===== src/rtl/uart_rx.sv =====
// 8N1 UART receiver: 2-flop input synchroniser, mid-bit sampling FSM, and a
// valid/ack output holding register with framing-error and overrun reporting.
module uart_rx #(
  parameter int BAUD_DIV = 10416,
  parameter int HALF_DIV = BAUD_DIV / 2
) (
  input  logic       clk,
  input  logic       rst,
  input  logic       rx,
  input  logic       rx_ack,
  output logic [7:0] data_out,
  output logic       rx_valid,
  output logic       busy,
  output logic       frame_err,
  output logic       overrun
);

  typedef enum logic [1:0] {IDLE, START, DATA, STOP} state_t;

  localparam logic [15:0] BAUD_END = 16'(BAUD_DIV);
  localparam logic [15:0] HALF_END = 16'(HALF_DIV);

  logic        rx_m;
  logic        rx_s;
  state_t      state;
  state_t      state_next;
  logic [15:0] cnt;
  logic [15:0] cnt_next;
  logic [2:0]  bit_idx;
  logic [2:0]  bit_idx_next;
  logic [7:0]  shift;
  logic [7:0]  shift_next;
  logic        byte_done;
  logic        stop_bad;

  // Two-flop synchroniser; resets to the idle (high) line level.
  always_ff @(posedge clk or posedge rst) begin
    if (rst) begin
      rx_m <= 1'b1;
      rx_s <= 1'b1;
    end else begin
      rx_m <= rx;
      rx_s <= rx_m;
    end
  end

  // FSM state, baud counter, bit index and shift register.
  always_ff @(posedge clk or posedge rst) begin
    if (rst) begin
      state   <= IDLE;
      cnt     <= '0;
      bit_idx <= '0;
      shift   <= '0;
    end else begin
      state   <= state_next;
      cnt     <= cnt_next;
      bit_idx <= bit_idx_next;
      shift   <= shift_next;
    end
  end

  // Next-state logic; the start bit is confirmed at its midpoint so every
  // later sample lands mid-bit after a whole bit period.
  always_comb begin
    state_next   = state;
    cnt_next     = cnt;
    bit_idx_next = bit_idx;
    shift_next   = shift;
    byte_done    = 1'b0;
    stop_bad     = 1'b0;
    case (state)
      IDLE: begin
        if (!rx_s) begin
          state_next = START;
          cnt_next   = '0;
        end
      end
      START: begin
        if (cnt == HALF_END) begin
          cnt_next = '0;
          if (!rx_s) begin
            state_next   = DATA;
            bit_idx_next = '0;
          end else begin
            state_next = IDLE;
          end
        end else begin
          cnt_next = cnt + 16'd1;
        end
      end
      DATA: begin
        if (cnt == BAUD_END) begin
          cnt_next     = '0;
          shift_next   = {rx_s, shift[7:1]};
          bit_idx_next = bit_idx + 3'd1;
          if (bit_idx == 3'd7) state_next = STOP;
        end else begin
          cnt_next = cnt + 16'd1;
        end
      end
      STOP: begin
        if (cnt == BAUD_END) begin
          cnt_next   = '0;
          state_next = IDLE;
          if (rx_s) byte_done = 1'b1;
          else      stop_bad  = 1'b1;
        end else begin
          cnt_next = cnt + 16'd1;
        end
      end
      default: state_next = IDLE;
    endcase
  end

  // Host-side holding register: a completing byte wins over a same-cycle ack,
  // a byte arriving while one is still held is dropped and flagged.
  always_ff @(posedge clk or posedge rst) begin
    if (rst) begin
      data_out  <= '0;
      rx_valid  <= 1'b0;
      frame_err <= 1'b0;
      overrun   <= 1'b0;
    end else begin
      frame_err <= stop_bad;
      if (byte_done && (!rx_valid || rx_ack)) begin
        data_out <= shift;
        rx_valid <= 1'b1;
      end else if (byte_done) begin
        overrun <= 1'b1;
      end else if (rx_ack) begin
        rx_valid <= 1'b0;
      end
    end
  end

  assign busy = (state != IDLE);

endmodule


===== config.mk =====
export PLATFORM = sky130hd
export DESIGN_NAME = uart_rx
export DESIGN_NICKNAME = d
export VERILOG_FILES = /design/src/rtl/uart_rx.sv
export SDC_FILE = /design/constraint.sdc
export NUM_CORES = 1
export LEC_CHECK = 0
export CORE_ASPECT_RATIO = 0.7
export CORE_MARGIN = 3
export CORE_UTILIZATION = 25
export DETAILED_ROUTE_END_ITERATION = 8
export HOLD_SLACK_MARGIN = 0.06
export PLACE_DENSITY = 0.51
export SETUP_SLACK_MARGIN = 0.5
export SLEW_MARGIN = 40
export SYNTH_ARGS = -nofsm -noshare
export SYNTH_HDL_FRONTEND = slang
export SYNTH_SLANG_ARGS = --single-unit

===== constraint.sdc =====
create_clock -name clk -period 2.35 [get_ports clk]
set_input_delay 0.705 -clock clk [delete_from_list [all_inputs] [get_ports clk]]
set_output_delay 0.705 -clock clk [all_outputs]
set_load 0.01 [all_outputs]

# [After elaboration in Yosys (flattened, before gate mapping)]
# Cells that the tools add are included.
[classes] n_bitwise=1 eq_ne=13 n_mux=24 reduce_logical=13 n_addsub=2
[ops] op="$mux W16" n=3
[ops] op="$pmux W16 S3" n=1
[ops] op="$add A16 B1 Y16 const B" n=1
[ops] op="$eq A16 B13 Y1 const B" n=1
[ops] op="$eq A16 B14 Y1 const B" n=1
[ops] op="$mux W2" n=6
[ops] op="$ne A2 B2 Y1 const B" n=6
[ops] op="$mux W1" n=9
[ops] op="$mux W3" n=3
[ops] op="$pmux W2 S4" n=1
[ops] op="$pmux W3 S2" n=1
[ops] op="$reduce_and A2 Y1" n=3
[ops] op="$reduce_bool A2 Y1" n=3
[ops] op="$reduce_and A5 Y1" n=1
[ops] op="$eq A2 B2 Y1 const B" n=2
[ops] op="$reduce_and A4 Y1" n=1
[ops] op="$add A3 B1 Y3 const B" n=1
[ops] op="$eq A3 B3 Y1 const B" n=1
[ops] op="$eq A2 B1 Y1 const B" n=1
[ops] op="$logic_not A2 Y1" n=1
[ops] op="$ne A2 B1 Y1 const B" n=1
[ops] op="$reduce_or A2 Y1" n=1
[ops] op="$logic_and A1 B1 Y1" n=1
[ops] op="$logic_not A1 Y1" n=1
[ops] op="other kinds (2)" n=2
[word_totals] regBits=42 elab_cells=63

# [Logic depth before layout (Yosys ltp)]
# Gate-level depths: netlist (run 1).
[depth] ltp_word=6 mapped_depth=8 depth_no_buf=7

# [Worst setup path after synthesis (run 1)]
# No wires, ideal clock.
[synth_path] path_kind="reg-to-reg" from="register cnt[0]" to="register data_out[0]" synth_period_minus_slack_ns=1.908 path_stages_with_launch=7 t_arrival_ns=1.784 path_slack_ns=0.442 setup_ns=0.125 n_path_buf=0 t_required_ns=2.225 cell_sequence="dfrtp_1 inv_1 ha_1 nor4b_4 nand4_4 nor3b_4 mux2_2"
[synth_between] elab_chain_cells=4
[synth_lines] item="start: declaration" line_no="27" source="logic [15:0] cnt;"
[synth_lines] item="start signal: assignment" line_no="56" source="cnt <= cnt_next;"
[synth_lines] item="$eq A16 B14 Y1" line_no="102" source="if (cnt == BAUD_END) begin"
[synth_lines] item="$mux W1" line_no="102"
[synth_lines] item="$mux W1" line_no="71" source="case (state)"
[synth_lines] item="$logic_and A1 B1 Y1" line_no="125" source="if (byte_done && (!rx_valid || rx_ack)) begin"
[synth_lines] item="end signal: assignment" line_no="126" source="data_out <= shift;"
[synth_lines] item="end: declaration" line_no="11" source="output logic [7:0] data_out,"
# Every way passes these cells.
# A chain may end at the register's enable or synchronous reset.

# [Final worst setup path (run 1)]
[layout_path] from="register cnt[12]" to="register data_out[1]"
# The elaborated chain is that of the path after synthesis.

==> results.yml, run 1 <==
timing:
  setup_viol: 0
  max_freq_mhz: 510
  max_slew_margin: 0.687
  skew_ns: 0.00690
  min_period_ns: 1.96
  rsz0062_at_grt: "yes"
  fin_hold_ws_ns: 0.356
  period_share: 0.834
  drv_slew: 0
  worstMarginPinSlew_ns: 0.469
  hold_violations: 0
  setup_ws_ns: 0.390
  fin_tns_setup_ns: 0
power:
  total_power_uw: 1660
  peakVddDrop_uv: 262
  power_density_nw_per_um2: 585
  p_leak_uw: 0.00129
die:
  core-area_sq_um: 7970
  fp.dieH_um: 82.1
  rows: 27
  die_x_um: 115
  die-area_sq_um: 9430
  pin_count: 16
  initial_core_util: 0.260
synth:
  syn_area_sq_um: 2070
  synth_edf_count: 0
  synth_largest_area_cell: "dfrtp_1"
  yosysWarnings: 0
  synthCells: 186
  async_flop_share: 1.00
  synth_top_area_share: 0.483
  ys_seq_area_frac: 0.509
  synth_area_leaders: "dfrtp_1 (48%), mux2_2 (8.7%), nand2_1 (3.1%)"
  syn_nets: 194
  yosysUniqueCellTypes: 38
  yosys_register_bits: 42
  synth_flop_cell: "dfrtp_1"
  avgSynthCellArea_sq_um: 11.1
cts:
  insertion_delay_ns: 0.29
  clock_path_buffers: 2
  holdBufCountCts: 0
  cts_num_sinks: 42
  htreeDepth: 2
  cts-root-buf: "clkbuf_16"
  numCtsBuffers: 5
  path_clk_slew_ns: 0.06
  cts_tree: "done"
place:
  dp.cells: 301
  gp_congestion: 0.827
  dpl.hpwl_um: 3220
  dp_slack_ns: 0.102
  io_buffers: 15
critical_path:
  worstPathArrival_ns: 2.13
  rrSetupSlack_ns: 0.39
  worst_r2r_path_depth: 5
  cp_slowest_cell: "dfrtp_1"
  slowest_delay_ns: 0.47
  r2r-end: "data_out[1]$_DFFE_PP0P_"
  critPathTopFamily: "simple AND/OR/NAND/NOR gates"
  critPathKind: "flop to flop"
  cp_max_fo: 8
  critPathBufInv: 1
  crit_required_ns: 2.52
  startpoint_type: "flop"
  timing.rr.start: "cnt[12]$_DFFE_PP0P_"
  endpoint_kind: "flop"
  path_cells: "nor4b_2, nand4_4, nor3b_4, buf_12, mux2_4"
routing:
  wl_per_cell_um: 16.0
  drc: 0
  vias: 1587
  viasPerCell: 4.90
  first_pass_iters: 4
  postRouteAntennaNets: 0
  wirelength_um: 5170
  drt_iter0_drc: 102
min_path:
  min_to: "rx_s$_DFF_PP1_"
  hp-start: "rx_m$_DFF_PP1_"
  hold_path.class: "flop to flop"
  hold_depth: 0
final_layout:
  drive_gt1_frac: 0.305
  fin_nets: 230
  layout.cells.non_filler: 324
  area_growth_pct: 37.1
  num-fill-cells: 787
  antenna_cells: 0
global_route:
  grt_max_degree: 43
  grt-ovfl-total: 0
  grt_pass1_wl_um: 8220
  gr-usage-all-layers: 0.112
  antenna_found_initial: 0
  grt_pass1_vias: 1482
status:
  status: "finished, final reports clean"
flow_run:
  cap_violations: 0
[power by group]
part	total, uW	internal, uW	switching (uW)
clock network	909	611	298
registers	729	726	2.61
logic	24.3	8.83	15.5
total	1660	1350	316
[kinds of logic (layout without fill, tap and decap cells)]
family,count (synthesis),after routing,share of synthesized area
flops,42,42,0.509
compound gates,42,44,0.132
simple gates,62,62,0.196
xor+xnor,4,4,0.0169
mux,17,17,0.0918
fa+ha+maj,4,4,0.0242
buf+inv,15,50,0.0302
[state kept, by name, indices dropped and copies added, names as in the netlist, named ones only]
register   count
rx_s           1
cnt           16
data_out       8
rx_m           1
bit_idx        3
shift          8
rx_valid       1
overrun        1
frame_err      1
state          1
[synth_stat cells, types with 3 or more instances]
cell and instances:
a21oi_1 8, a22o_1 6, a31oi_1 10, a41oi_1 3
buf_2 5, dfrtp_1 40, ha_1 4, inv_1 8
mux2_2 16, nand2_1 17, nand2b_1 3, nand3_1 7
nand4_1 4, nor2_1 7, nor3_1 3, o21ai_0 11
xnor2_1 4
[worst reg2reg max path, cell delays in order (launching register included)]
cell	delay, ns
dfrtp_1	0.47
nor4b_2	0.41
nand4_4	0.24
nor3b_4	0.26
buf_12	0.17
mux2_4	0.30
[area by class of cell]
cell class | count | area (sq um) | share of cell area
clock buffer | 5 | 125 | 0.0441
clock inverter | 3 | 68.8 | 0.0242
inverter | 8 | 30.0 | 0.0106
multi-input combinational | 131 | 1120 | 0.393
sequential | 42 | 1050 | 0.372
tap | 101 | 126 | 0.0445
timing repair buffer | 34 | 318 | 0.112
[stage by stage]
step,util,cell area (sq um)
2_1_floorplan,-,2070
3_3_place_gp,0.298,2370
3_5_place_dp,0.299,2380
4_1_cts,0.336,2680
5_1_grt,0.356,2840
6_report,0.356,2840
[layer usage]
metal / global-route usage / wire [um]
met5: 0 / 0
met4: 0.0317 / 55
met3: 0.0240 / 181
met2: 0.140 / 2030
met1: 0.185 / 2910
[worst max path at each step]
stage	start	slack, ns	end	cells past startpoint
floorplan	cnt[0]$_DFFE_PP0P_	0.46	data_out[0]$_DFFE_PP0P_	6
global placement	rx_ack	0.09	data_out[5]$_DFFE_PP0P_	4
detailed placement	rx_ack	0.10	data_out[5]$_DFFE_PP0P_	4
CTS	cnt[1]$_DFFE_PP0P_	0.40	data_out[1]$_DFFE_PP0P_	7
global route	cnt[1]$_DFFE_PP0P_	0.29	data_out[2]$_DFFE_PP0P_	7
finish	cnt[12]$_DFFE_PP0P_	0.39	data_out[1]$_DFFE_PP0P_	5
[placed cells by master, fill, tap and decap left out, types with 2 or more instances in the layout]
master,Yosys,layout
dfrtp_1,40,39
nand2b_1,3,3
dlygate4sd2_1,0,10
nor4bb_1,2,2
a21oi_1,8,8
dfstp_2,2,2
bufinv_16,0,2
o2bb2ai_4,0,2
inv_1,8,5
mux2_4,0,16
nand3_1,7,7
buf_6,0,4
nor2_4,0,2
nor3_1,3,2
buf_12,0,2
nand4_1,4,4
o31ai_1,2,2
a41oi_1,3,3
a31oi_1,10,10
and3_1,2,2
nor2_1,7,4
a22o_1,6,6
clkbuf_16,0,5
buf_4,0,13
and2_1,2,2
inv_2,0,2
nand2_1,17,17
ha_1,4,3
clkdlybuf4s50_1,0,3
xnor2_1,4,4
and3b_1,2,2
and4bb_2,2,2
o21ai_0,11,9
[repair_timing]
action,4_1_cts,5_1_grt
endpoints found under the setup margin,42,39
cloned,1,2
resized for setup,16,38
pin swaps,5,11
setup buffers,8,4
No activity file was read; power rests on OpenSTA's default activity.
==> run 2: changes to the inputs <==
- PLACE_DENSITY: 0.51 -> 0.52
- clock period: 2.35 -> 1.7 ns (I/O delays scaled with it)
==> results.yml, run 2 (same netlist as run 1, synthesis figures left out) <==
timing:
  period_share: 1.18
  max_freq_mhz: 500
  setup_viol: 37
  rsz0062_at_grt: "yes"
  hold_violations: 0
  min_period_ns: 2.00
  fin_hold_ws_ns: 0.364
  worstMarginPinSlew_ns: 0.502
  setup_ws_ns: -0.299
  drv_slew: 0
  max_slew_margin: 0.665
  fin_tns_setup_ns: -6.96
  skew_ns: 0.00633
critical_path:
  crit_required_ns: 1.84
  worst_r2r_path_depth: 9
  cp_max_fo: 7
  timing.rr.start: "cnt[1]$_DFFE_PP0P_"
  endpoint: "cnt[10]$_DFFE_PP0P_"
  critPathKind: "flop to flop"
  startpoint_type: "flop"
  endpoint_kind: "flop"
  worstSetupStartpoint: "cnt[1]$_DFFE_PP0P_"
  worstPathArrival_ns: 2.14
  rrSetupSlack_ns: -0.30
  r2r-end: "cnt[10]$_DFFE_PP0P_"
cts:
  cts-root-buf: "clkbuf_16"
  cts_tree: "done"
  cts_num_sinks: 42
  clock_path_buffers: 2
  htreeDepth: 2
  holdBufCountCts: 0
  path_clk_slew_ns: 0.06
  numCtsBuffers: 5
  insertion_delay_ns: 0.28
die:
  pin_count: 16
  die_x_um: 115
  core-area_sq_um: 7970
  rows: 27
  die-area_sq_um: 9430
  fp.dieH_um: 82.1
  initial_core_util: 0.260
global_route:
  gr-usage-all-layers: 0.131
  grt_max_degree: 43
  grt-ovfl-total: 0
  antenna_found_initial: 0
  grt_pass1_vias: 1841
  grt_pass1_wl_um: 9620
routing:
  drc: 0
  first_pass_iters: 4
  wirelength_um: 5990
  viasPerCell: 4.78
  wl_per_cell_um: 15.8
  vias: 1807
  postRouteAntennaNets: 0
  drt_iter0_drc: 102
place:
  dpl.hpwl_um: 3380
  gp_congestion: 0.780
  dp_slack_ns: -0.249
  dp.cells: 335
  io_buffers: 15
final_layout:
  final_cell_mix: "buf_4 (48), dfrtp_1 (39), buf_6 (25)"
  largest_reg_flops: 16
  top_regs: "cnt x16, data_out x8, shift x8"
  drive_gt1_frac: 0.534
  fin_nets: 284
  antenna_cells: 0
  top_register: "cnt"
  area_growth_pct: 60.0
  layout.cells.non_filler: 378
  layout_commonest_cell: "buf_4"
power:
  total_power_uw: 1980
  power_density_nw_per_um2: 596
  peakVddDrop_uv: 306
  p_leak_uw: 0.00154
min_path:
  hold_path.class: "flop to flop"
  hp-start: "rx_m$_DFF_PP1_"
flow_run:
  cap_violations: 0
status:
  status: "finished, violations left"
  failed_checks: "negative setup slack"
run 2: changes by cell type in the layout (fill, tap and decap cells not counted), sizes merged:
cell,before,now
buf,19,85
dlygate4sd2,10,0
dlymetal6s2s,1,0
bufinv,2,0
clkinvlp,0,1
run 2: worst min-delay path by stage:
stage	slack (ns)	endpoint	cells after the start
final	0.36	rx_s$_DFF_PP1_	0
after global routing	0.37	rx_s$_DFF_PP1_	0
after CTS	0.36	rx_s$_DFF_PP1_	0
after detailed placement	0.35	rx_s$_DFF_PP1_	0
after global placement	0.35	rx_s$_DFF_PP1_	0
after floorplan	0.35	rx_s$_DFF_PP1_	0
run 2: worst max-delay path: stages, from the launching register on:
cell and delay (ns):
dfrtp_1 0.39, inv_2 0.08, ha_4 0.13, nor4b_4 0.22, buf_4 0.16, nand4_1 0.21
o2bb2ai_4 0.30, buf_6 0.19, a31oi_1 0.13, a31oi_1 0.06
run 2: through the flow:
step                      area, sq um   util
after global placement           2680  0.336
after CTS                        3190  0.400
after detailed placement         2680  0.336
final                            3310  0.416
after floorplan                  2130      -
after global routing             3310  0.416
run 2: power breakdown:
group          switching (uW)  total (uW)  leakage (uW)  internal, uW
Combinational            26.6        40.8      0.000910          14.2
Clock                     384         929     0.0000708           545
Sequential               1.72        1010      0.000560          1000
Total                     413        1980       0.00154          1560
run 2: area by class of cell:
cell class              instances  area, sq um
inverters                       8         33.8
flip-flops and latches         42         1050
well taps                     101          126
multi-input cells             131         1190
fillers                       733         4660
clock buffers                   6          129
clock inverters                 2         13.8
repair buffers                 88          762
run 2: timing repair:
item,in CTS,in global routing
gates resized for setup,111,17
pin swaps,9,9
setup endpoints to repair,52,52
buffers inserted,25,7
gates cloned,2,1
run 2: metal layers:
metal | GRT usage | routed length, um | up-vias
met2 | 0.194 | 2620 | 34
li1 | - | - | 874
met1 | 0.194 | 3110 | 890
met3 | 0.0284 | 215 | 9
met4 | 0.0363 | 46 | 0
met5 | 0 | 0 | -
==> patch (settings of run 1) <==
Take the reset off `shift` and load it in a clocked block of its own.
--- a/src/rtl/uart_rx.sv
+++ b/src/rtl/uart_rx.sv
@@ -51,11 +51,13 @@
       cnt     <= '0;
       bit_idx <= '0;
-      shift   <= '0;
     end else begin
       state   <= state_next;
       cnt     <= cnt_next;
       bit_idx <= bit_idx_next;
-      shift   <= shift_next;
     end
+  end
+
+  always_ff @(posedge clk) begin
+    shift <= shift_next;
   end
 
Function: no difference found for any inputs over 10 cycles, from zero or initial values and one cycle with rst high; that may be too few to reach the edited logic, so the function may still have changed.
==> patch against run 1 <==
- hold slack gained 0.0094 ns
- non-clock buffer count is the same
- setup slack lost 0.30 ns
- sequential cell count is the same
- global-route usage shrank 0.78 points
- total power shrank 23%
- first-iteration DRC count grew 2.9%
- area after synthesis shrank 6.6%
- wire length shrank 14%
- design area shrank 8.2%
- combinational power shrank 18%
- largest power group is now registers
- highest routed layer unchanged
==> patch: results (changes against run 1) <==
Outcome
  • Outcome: complete, no violations (unchanged)

Synthesis
  • Fraction of registers with async set/reset: 81.0% (was 100%)
  • Mux contribution to synthesized area: 5.76% (was 9.18%)
  • Post-Syn Nets: 178 (was 194)
  • Synth Area in XOR/XNOR: 3.17% (was 1.69%)
  • Register area share after synthesis: 56.5% (was 50.9%)
  • Adder-cell share of the synthesized area: 2.59% (was 2.42%)
  • EDFF count, synth: 8 (was 0)
  • Synth cell count leaders: 32 x dfrtp_1, 20 x nand2_1, 10 x o21ai_0, 9 x mux2_2, 9 x nor2_1 (was 40 x dfrtp_1, 17 x nand2_1, 16 x mux2_2, 11 x o21ai_0, 10 x a31oi_1)
  • Synth area leaders: dfrtp_1 41%, edfxtp_1 12%, mux2_2 5.2% (was dfrtp_1 48%, mux2_2 8.7%, nand2_1 3.1%)
  • Synth Area in Compound Gates: 10.8% (was 13.2%)

Power
  • Leak pwr: 0.00116 uW (was 0.00129 uW)
  • Peak VDD IR: 220 uV (was 262 uV)

Cells and area
  • NonClk Buf Share: 11.8% (was 11.2%)
  • Non-Clock Inverter Count: 5 (was 8)
  • Sequential cell area share: 42.0% (was 37.2%)
  • Filler Cells Inserted: 741 (was 787)
  • Count of multi-input gates: 118 (was 131)
  • Layout cells sized above 1: 33.8% (was 30.5%)
  • Nets: 214 (was 230)
  • Clock-cell share of area: 3.65% (was 6.83%)
  • Fraction of area in multi-input gates: 37.2% (was 39.3%)
  • Signal buffers: 34 (unchanged)
  • Inserted Diodes: 0 (unchanged)

Critical path
  • Worst path max stage delay: 0.53 ns (was 0.47 ns)
  • CP delay by family, top: simple AND/OR/NAND/NOR gates (unchanged)
  • CP max-delay cell: or4b_1 (was dfrtp_1)
  • Arr. time, crit path: 2.45 ns (was 2.13 ns)
  • FF-to-FF setup slack: 0.09 ns (was 0.39 ns)
  • Depth of the most critical reg-to-reg path: 5 (unchanged)

GRT
  • Vias in the first global route: 1406 (was 1482)
  • Initial antenna violation count: 0 (unchanged)
  • Largest net degree at the start of global routing: 35 (was 43)
  • First-pass GRT wire length: 7320 um (was 8220 um)
  • Global Route Usage Sum: 10.5% (was 11.2%)

Placed design
  • Post-DP HPWL: 2850 um (was 3220 um)
  • GP Congestion: 0.821 (was 0.827)

STA
  • Slew margin rel.: 70.5% (was 68.7%)
  • Clock Skew: 0.00789 ns (was 0.00690 ns)
  • Fin Hold WS: 0.365 ns (was 0.356 ns)

Clocking
  • CTS Buffer Depth: 2 (unchanged)
  • Clk root buf: clkbuf_8 (was clkbuf_16)
  • Clock transition at path regs: 0.09 ns (was 0.06 ns)

Detailed routing
  • Vias per cell: 4.60 (was 4.90)
  • Drt total wl: 4430 um (was 5170 um)
  • Drt initial violations: 105 (was 102)

Floorplan
  • Die area: 8850 um^2 (was 9430 um^2)
-- patch: where the power goes --
group / switching, uW / internal [uW] / total (uW)
clock network: 288 / 221 / 509
registers: 1.97 / 742 / 744
logic: 13.2 / 6.74 / 19.9
-- patch: what timing repair did --
item | CTS | global route
buffers inserted | 6 | 1
pin swaps | 5 | 10
cloned | 0 | 1
setup endpoints to repair | 42 | 35
resized for setup | 18 | 27
-- patch: final timing paths --
check	startpoint	to
setup / recovery	cnt[6]$_DFFE_PP0P_	data_out[2]$_DFFE_PP0P_
hold / removal	rx_m$_DFF_PP1_	rx_s$_DFF_PP1_
setup reg to reg	cnt[6]$_DFFE_PP0P_	data_out[2]$_DFFE_PP0P_
hold reg to reg	rx_m$_DFF_PP1_	rx_s$_DFF_PP1_
max in group asynchronous	rst	rx_m$_DFF_PP1_
min in group asynchronous	rst	data_out[4]$_DFFE_PP0P_
-- patch: through the flow --
| step | worst slack [ns] | cell area, um^2 | power (uW) | std cells |
|---|---|---|---|---|
| final | 0.0918 | 2610 | 1270 | 305 |
| after global routing | 0.00463 | 2610 | 1330 | 305 |
| after CTS | 0.0829 | 2480 | 1290 | 303 |
| after detailed placement | 0.0432 | 2340 | 780 | 289 |
| after global placement | 0.0717 | 2340 | 780 | 289 |
| after floorplan | -0.0206 | 1990 | 769 | 170 |
-- patch: metal layers --
metal / GRT usage, % / wire length, um / up-vias
met5: 0 / 0 / -
met4: 3.28 / 44 / 0
met3: 2.95 / 194 / 4
met2: 14.0 / 1830 / 23
met1: 15.9 / 2360 / 686
li1: - / - / 691
